==> config.mk <==
export PLATFORM = sky130hd
export DESIGN_NAME = bram_stream_reader_flat
export DESIGN_NICKNAME = d
export VERILOG_FILES = /design/src/rtl/bram_stream_reader_if.sv /design/src/rtl/bram_stream_reader.sv /design/src/flat_wrapper.sv
export SDC_FILE = /design/constraint.sdc
export NUM_CORES = 1
export LEC_CHECK = 0
export ABC_AREA = 1
export CAP_MARGIN = 15
export CORE_MARGIN = 10
export CORE_UTILIZATION = 50
export DETAILED_ROUTE_END_ITERATION = 8
export DONT_BUFFER_PORTS = 1
export PLACE_DENSITY_LB_ADDON = 0.3
export SYNTH_ARGS = -nofsm -noshare
export SYNTH_HDL_FRONTEND = slang
export SYNTH_SLANG_ARGS = --single-unit
==> constraint.sdc <==
create_clock -name clk -period 12.2 [get_ports clk]
set_clock_uncertainty 0.15 [all_clocks]
set_input_delay 1.83 -clock clk [delete_from_list [all_inputs] [get_ports clk]]
set_output_delay 1.83 -clock clk [all_outputs]
set_load 0.01 [all_outputs]
==> src/rtl/bram_stream_reader_if.sv <==
// rtl/bram_stream_reader_if.sv - valid/ready word stream from the BRAM reader
interface bram_stream_reader_if #(
  parameter int DATA_WIDTH = 32
);
  logic                  m_valid;
  logic                  m_ready;
  logic [DATA_WIDTH-1:0] m_data;
  logic                  m_last;

  modport master (output m_valid, output m_data, output m_last, input m_ready);
  modport slave  (input m_valid, input m_data, input m_last, output m_ready);
endinterface

==> src/rtl/bram_stream_reader.sv <==
// rtl/bram_stream_reader.sv - reads a block of BRAM words out onto a stream
// The 3-entry FIFO absorbs the one-cycle RAM latency so reads can be issued ahead of the consumer.
module bram_stream_reader #(
  parameter int DATA_WIDTH = 32,
  parameter int ADDR_WIDTH = 32,
  parameter int LEN_WIDTH  = 16
) (
  input  logic                  clk,
  input  logic                  reset,
  input  logic                  start,
  input  logic [ADDR_WIDTH-1:0] base_addr,
  input  logic [LEN_WIDTH-1:0]  length,
  output logic                  busy,
  output logic                  done,
  output logic                  bram_en,
  output logic                  bram_we,
  output logic [ADDR_WIDTH-1:0] bram_addr,
  input  logic [DATA_WIDTH-1:0] bram_dout,
  bram_stream_reader_if.master  m
);

  typedef enum logic [1:0] {S_IDLE, S_RUN, S_DONE} state_t;

  state_t                state_q, state_d;
  logic [ADDR_WIDTH-1:0] addr_q;
  logic [LEN_WIDTH-1:0]  rem_q;
  logic                  inflight_q;
  logic                  inflight_last_q;
  logic [1:0]            count_q;
  logic [1:0]            rd_ptr_q;
  logic [1:0]            wr_ptr_q;
  logic [DATA_WIDTH-1:0] mem_data [3];
  logic                  mem_last [3];

  logic issue;
  logic push;
  logic pop;
  logic last_pop;

  function automatic logic [1:0] ptr_inc(input logic [1:0] p);
    return (p == 2'd2) ? 2'd0 : p + 2'd1;
  endfunction

  // Issue decision looks only at registered state, so m_ready never reaches bram_en.
  assign issue    = (state_q == S_RUN) && (rem_q != '0) &&
                    (({1'b0, count_q} + {2'b00, inflight_q}) < 3'd3);
  assign push     = inflight_q;
  assign pop      = (count_q != 2'd0) && m.m_ready;
  assign last_pop = pop && mem_last[rd_ptr_q];

  assign bram_en   = issue;
  assign bram_we   = 1'b0;
  assign bram_addr = addr_q;
  assign busy      = (state_q == S_RUN);
  assign done      = (state_q == S_DONE);

  assign m.m_valid = (count_q != 2'd0);
  assign m.m_data  = mem_data[rd_ptr_q];
  assign m.m_last  = mem_last[rd_ptr_q];

  always_comb begin
    state_d = state_q;
    case (state_q)
      S_IDLE: if (start) state_d = (length == '0) ? S_DONE : S_RUN;
      S_RUN:  if (last_pop) state_d = S_DONE;
      S_DONE: state_d = S_IDLE;
      default: state_d = S_IDLE;
    endcase
  end

  always_ff @(posedge clk) begin
    if (reset) begin
      state_q         <= S_IDLE;
      addr_q          <= '0;
      rem_q           <= '0;
      inflight_q      <= 1'b0;
      inflight_last_q <= 1'b0;
      count_q         <= 2'd0;
      rd_ptr_q        <= 2'd0;
      wr_ptr_q        <= 2'd0;
      for (int i = 0; i < 3; i++) begin
        mem_data[i] <= '0;
        mem_last[i] <= 1'b0;
      end
    end else begin
      state_q <= state_d;
      if (state_q == S_IDLE && start) begin
        addr_q <= base_addr;
        rem_q  <= length;
      end
      if (issue) begin
        addr_q <= addr_q + ADDR_WIDTH'(1);
        rem_q  <= rem_q - LEN_WIDTH'(1);
      end
      inflight_q      <= issue;
      inflight_last_q <= issue && (rem_q == LEN_WIDTH'(1));

      // RAM output changes every clock, so it is captured only in the cycle after an issue.
      if (push) begin
        mem_data[wr_ptr_q] <= bram_dout;
        mem_last[wr_ptr_q] <= inflight_last_q;
        wr_ptr_q           <= ptr_inc(wr_ptr_q);
      end
      if (pop) rd_ptr_q <= ptr_inc(rd_ptr_q);

      case ({push, pop})
        2'b10:   count_q <= count_q + 2'd1;
        2'b01:   count_q <= count_q - 2'd1;
        default: count_q <= count_q;
      endcase
    end
  end

endmodule

==> src/flat_wrapper.sv <==
// flat-port wrapper written by rule: the top's interface ports become plain ports
module bram_stream_reader_flat 
#(
  parameter int DATA_WIDTH = 32,
  parameter int ADDR_WIDTH = 32,
  parameter int LEN_WIDTH  = 16
)
  (clk, reset, start, base_addr, length, busy, done, bram_en, bram_we, bram_addr, bram_dout, m_m_valid, m_m_data, m_m_last, m_m_ready);
  bram_stream_reader_if #(.DATA_WIDTH(DATA_WIDTH)) m_i ();
  input  logic clk;
  input  logic reset;
  input  logic start;
  input  logic [ADDR_WIDTH-1:0] base_addr;
  input  logic [LEN_WIDTH-1:0] length;
  output logic busy;
  output logic done;
  output logic bram_en;
  output logic bram_we;
  output logic [ADDR_WIDTH-1:0] bram_addr;
  input  logic [DATA_WIDTH-1:0] bram_dout;
  output wire logic [$bits(m_i.m_valid)-1:0] m_m_valid;
  output wire logic [$bits(m_i.m_data)-1:0] m_m_data;
  output wire logic [$bits(m_i.m_last)-1:0] m_m_last;
  input wire logic [$bits(m_i.m_ready)-1:0] m_m_ready;
  assign m_m_valid = m_i.m_valid;
  assign m_m_data = m_i.m_data;
  assign m_m_last = m_i.m_last;
  assign m_i.m_ready = m_m_ready;
  bram_stream_reader #(.DATA_WIDTH(DATA_WIDTH), .ADDR_WIDTH(ADDR_WIDTH), .LEN_WIDTH(LEN_WIDTH)) u_core (.clk(clk), .reset(reset), .start(start), .base_addr(base_addr), .length(length), .busy(busy), .done(done), .bram_en(bram_en), .bram_we(bram_we), .bram_addr(bram_addr), .bram_dout(bram_dout), .m(m_i));
endmodule
Yosys cells after proc, flatten, opt, wreduce, memory -nomap -nowiden
Memories as Yosys holds them, arrays and structs flattened. A register that Yosys moved wholly into a read port is not among the register bits.
Cells that the tools add are included.
{"block": "totals", "register_bits": 58, "latchBits": 0, "ramBits": 99, "rom_bits": 0, "out_inout_bits": 70, "wordCells": 68, "memories": 2}
{"memory": "u_core.mem_data", "words": 3, "word_bits": 32, "read_ports": 1, "rd_clocked_by_memory_dff": 1, "write_ports": 3, "line_no": "bram_stream_reader.sv:32", "rtl": "logic [DATA_WIDTH-1:0] mem_data [3];"}
{"memory": "u_core.mem_last", "words": 3, "word_bits": 1, "read_ports": 1, "rd_clocked_by_memory_dff": 1, "write_ports": 3, "line_no": "bram_stream_reader.sv:33", "rtl": "logic mem_last [3];"}
{"block": "classes", "n_addsub": 7, "mul": 0, "div_mod_pow": 0, "magnitude_cmp": 1, "eq_ne": 9, "shift": 0, "mux": 26, "bitwise_logic": 0, "n_reduce_logical": 15}
{"op": "32-bit 2-to-1 mux", "count": 3}
{"op": "32-bit by 1-bit adder with 32-bit output (second input constant)", "count": 1}
{"op": "16-bit 2-to-1 mux", "count": 2}
{"op": "32-bit OR reduction", "count": 1}
{"op": "2-bit 2-to-1 mux", "count": 11}
{"op": "16-bit by 1-bit equality test with 1-bit output (second input constant)", "count": 1}
{"op": "16-bit zero test", "count": 1}
{"op": "16-bit nonzero test", "count": 1}
{"op": "16-bit by 1-bit subtractor with 16-bit output (second input constant)", "count": 1}
{"op": "2-bit equality test (second input constant)", "count": 4}
{"op": "1-bit 2-to-1 mux", "count": 8}
{"op": "2-bit case mux with 2 select lines", "count": 2}
{"op": "2-bit by 1-bit adder with 2-bit output (second input constant)", "count": 3}
{"op": "1-bit logical AND", "count": 6}
{"op": "2-bit nonzero test", "count": 3}
{"op": "2-bit by 1-bit equality test with 1-bit output (second input constant)", "count": 2}
{"op": "2-bit by 1-bit adder with 3-bit output", "count": 1}
{"op": "3-bit by 2-bit < comparator with 1-bit output (second input constant)", "count": 1}
{"op": "2-bit zero test", "count": 1}
{"op": "2-bit by 1-bit != test with 1-bit output (second input constant)", "count": 1}
{"op": "2-bit != test (second input constant)", "count": 1}
{"op": "2-bit AND reduction", "count": 1}
{"op": "2-bit by 1-bit subtractor with 2-bit output (second input constant)", "count": 1}
{"op": "1-bit OR reduction", "count": 1}

Depth between registers and ports, before layout
{"block": "depth", "depth_word": 5, "ltp_mapped": 13, "ltp_nobuf": 12}

Worst setup path after synthesis
Ideal clock, no wire load.
{"block": "synth_path", "path_kind": "input-to-reg", "startpoint": "in reset", "endpoint": "mem u_core.mem_data[3][0] (enable)", "arrival_time_ns": 5.280, "required_time_ns": 11.544, "path_slack_ns": 6.264, "stages": 2, "n_path_buf": 1, "path_cell_list": "clkbuf_1 -> nor4_1"}
{"item": "from (decl)", "line_no": "flat_wrapper.sv:11", "rtl": "input logic reset;"}
{"item": "to (decl)", "line_no": "bram_stream_reader.sv:32"}

==> metrics.md <==
| Metric | Value |
|---|---|
| Via count | `between 7,000 and 8,000` |
| Routability Congestion | `0.915` |
| DRT antenna net count | `0` |
| Crit path DAT | `about 2700 ps` |
| CTS tree | `built` |
| Sw Share | `0.327` |
| Final Non-Filler Cells | `between 1,000 and 1,500` |
| DP Cell Count | `approximately 1,400` |
| Max clock buf depth | `2` |
| Post_cts resized | `0` |
| Syn Nets | `approximately 1,300` |
| Post-DP HPWL | `roughly 17,000 um` |
| Most common library cells after synthesis | `nor2_1, nand2_1, edfxtp_1, inv_1, o21ai_0` |
| Sum Neg Setup Slack | `0 ps` |
| Worst min path class | `reg -> reg` |
| Pwr dens | `161 nW/um^2` |
| Total grt overflow | `0` |
| Worst-Margin Slew | `between 1000 and 1500 ps` |
| Post-synth top area share | `0.418` |
| Reg2Reg Launch Point | `u_core.count_q[0]` |
| Worst setup slack after layout | `roughly 7500 ps` |
| Tcrit/Tclk final | `0.383` |
| Rows | `50` |
| Hold_sp | `u_core.inflight_last_q` |
| LEAKAGE | `0.00403 uW` |
| Worst EP required | `around 10,000 ps` |
| Vias per inst | `~5.5` |
| Max-slew violation count | `0` |
| FF-to-FF setup slack | `a little over 9000 ps` |
| Share of the yosys chip area belonging to registers | `0.545` |
| Largest net degree at the start of global routing | `68` |
| Clock buffer count from CTS | `17` |
| Count leader, synth | `nor2_1` |
| Vert. Die Dim | `around 160 um` |
| VDD IR-drop max | `about 0.00010 V` |
| Met2 GRT Util | `0.313` |
| GR Util met3 | `0.0643` |
| DR iter-0 viols | `about 740` |
| Max-cap violation count | `0` |
| Clock group share of total power | `0.342` |
| Status | `complete, no violations` |
| Average cell area after synthesis | `8.17 um^2` |
| CP Capture Type | `output port` |
| # Post-CTS Setup Buffers | `0` |
| RSZ-0062 raised after global routing | `no` |
| GRT Util Overall | `0.196` |
| Flops & latches, synth | `between 150 and 200` |
| Share of cells above drive strength 1 | `0.0583` |
| Clock slew at reported path FFs | `around 70 ps` |
| Cell taking the most area after synthesis | `edfxtp_1` |
| Post-synth EDFFs | `~130` |
| CTS sink cnt | `between 150 and 200` |
| Synth Instances | `~1,200` |
| Port Buffers | `0` |
| DR pass1 iterations | `5` |
| Clock Latency Late Sink | `about 440 ps` |
| Startpoint types | `register` |
| First-pass GRT wire length | `38,700 um` |
| Pre-CTS setup slack | `about 8000 ps` |
| Logic pwr share | `0.173` |
| Die X | `around 160 um` |
| Area of the die | `between 20,000 and 25,000 um^2` |
| Initial antenna violation count | `0` |
| H-tree Lvls | `4` |
| Final-stage net count | `1,227` |
| Wire per inst | `17.7 um` |
| CTS Root Cell | `clkbuf_16` |
| Ports | `154` |
| Crit-path max FO | `34` |
| DRC violations left | `0` |
| Cell internal pwr | `roughly 1100 uW` |
| Crit Path Class | `reg -> out` |
| Final setup fails | `0` |
| Min Tclk post-route | `around 4700 ps` |
| Fin util | `0.547` |
| Endpoints failing hold | `0` |
| Cts hold-fix bufs | `0` |
| N_diodes | `0` |
| Seq pwr share | `0.485` |
| Fmax | `roughly 210 MHz` |
| Synthesis-to-layout area growth | `7.92%` |
| Synth top area cells | `edfxtp_1, dfxtp_1, nor2_1` |
| Post-Route WL | `around 24,000 um` |
| Headroom to the max-slew limit | `0.311` |
| Switching pwr | `538 uW` |
| Synth Flop Type | `edfxtp_1` |
| Synthesis Warnings | `0` |
| GRT Max-Usage Layer | `met2` |
| Post-synthesis async set-or-reset flop share | `0` |
| Core area | `~19,000 um^2` |
| Vias in the first global route | `~7,300` |
| Distinct cells, synth | `37` |
| Starting Density | `0.507` |
| Met1 usage | `0.247` |
| Mapped cell area | `9480 um^2` |
layer usage:
metal  vias to the layer above  routed length (um)  part of all wire
li1                       3763                   -                 -
met1                      3525               10400              0.42
met2                       297               11200              0.46
met3                        30                2440              0.10
met4                         0                 386             0.016
met5                         -                   0                 0
worst paths after layout:
kind                                           end  cells past startpoint
worst max-delay path                  m_m_data[12]                      3
worst min-delay path            u_core.mem_last[3]                      0
worst max register to register     u_core.rem_q[8]                     12
worst min register to register  u_core.mem_last[3]                      0
sequential cells by signal (all words and copies together), names as in the netlist, named ones only:
name,count
u_core.mem_last,4
u_core.mem_data,128
u_core.count_q,2
u_core.state_q,2
u_core.bram_addr,32
u_core.rd_ptr_q,2
u_core.wr_ptr_q,2
u_core.rem_q,16
u_core.inflight_q,1
u_core.inflight_last_q,1
cell usage in the layout, fill, tap and decap left out, types with 2 or more instances in the layout:
master	Yosys	final
a21oi_2	10	11
nand3b_1	3	3
inv_1	109	108
o22ai_1	34	34
clkinv_4	0	3
xnor2_1	4	4
o31ai_1	2	2
nor2_4	2	2
nand2_2	2	2
nor2_1	254	254
clkbuf_16	0	17
dfxtp_1	60	59
nand4_1	6	6
ha_1	7	7
nor3_1	4	3
edfxtp_1	132	132
xor2_1	14	14
nand3_1	52	52
o21ai_1	3	3
inv_2	2	3
clkinv_8	0	5
nand2_1	251	251
a21oi_1	35	34
nor4_1	3	2
o21ai_0	108	108
inv_6	0	2
inv_8	0	4
o211ai_1	2	2
buf_4	3	11
worst max-delay path, stage by stage, from the launching register on:
cell and delay, ps:
dfxtp_1 1000, inv_1 780, o21ai_0 290, o22ai_1 170
final cells by class:
class | count | area (um^2)
clock inverters | 15 | 186
multi-input cells | 803 | 3660
flip-flops and latches | 192 | 5170
well taps | 234 | 293
fillers | 1727 | 8470
inverters | 111 | 417
clock buffers | 17 | 425
repair buffers | 11 | 82.6
metrics by stage:
| stage | cell area, um^2 | hold slack [ps] | total power [uW] |
|---|---|---|---|
| floorplan | 9480 | 258 | 1030 |
| global placement | 9620 | 278 | 1090 |
| detailed placement | 9620 | 276 | 1100 |
| CTS | 10200 | 297 | 1650 |
| global route | 10200 | 303 | 1730 |
| finish | 10200 | 293 | 1640 |
logic make-up (layout without fill, tap and decap cells):
family / Yosys count / in the layout / share of synthesized area
fa+ha+maj: 7 / 7 / 0.00924
flops: 192 / 192 / 0.545
xor+xnor: 18 / 18 / 0.0166
compound gates: 197 / 197 / 0.115
other cells: 1 / 1 / 0.000396
simple gates: 580 / 580 / 0.244
buf+inv: 165 / 154 / 0.0706
power by group through the flow:
| stage | Combinational, uW | Clock (uW) | Sequential [uW] |
|---|---|---|---|
| after floorplan | 236 | 0 | 790 |
| after global placement | 279 | 0 | 809 |
| after global routing | 326 | 596 | 805 |
| after detailed placement | 285 | 0 | 811 |
| final | 284 | 562 | 797 |
| after CTS | 287 | 571 | 796 |
No activity file was read; power rests on OpenSTA's default activity.
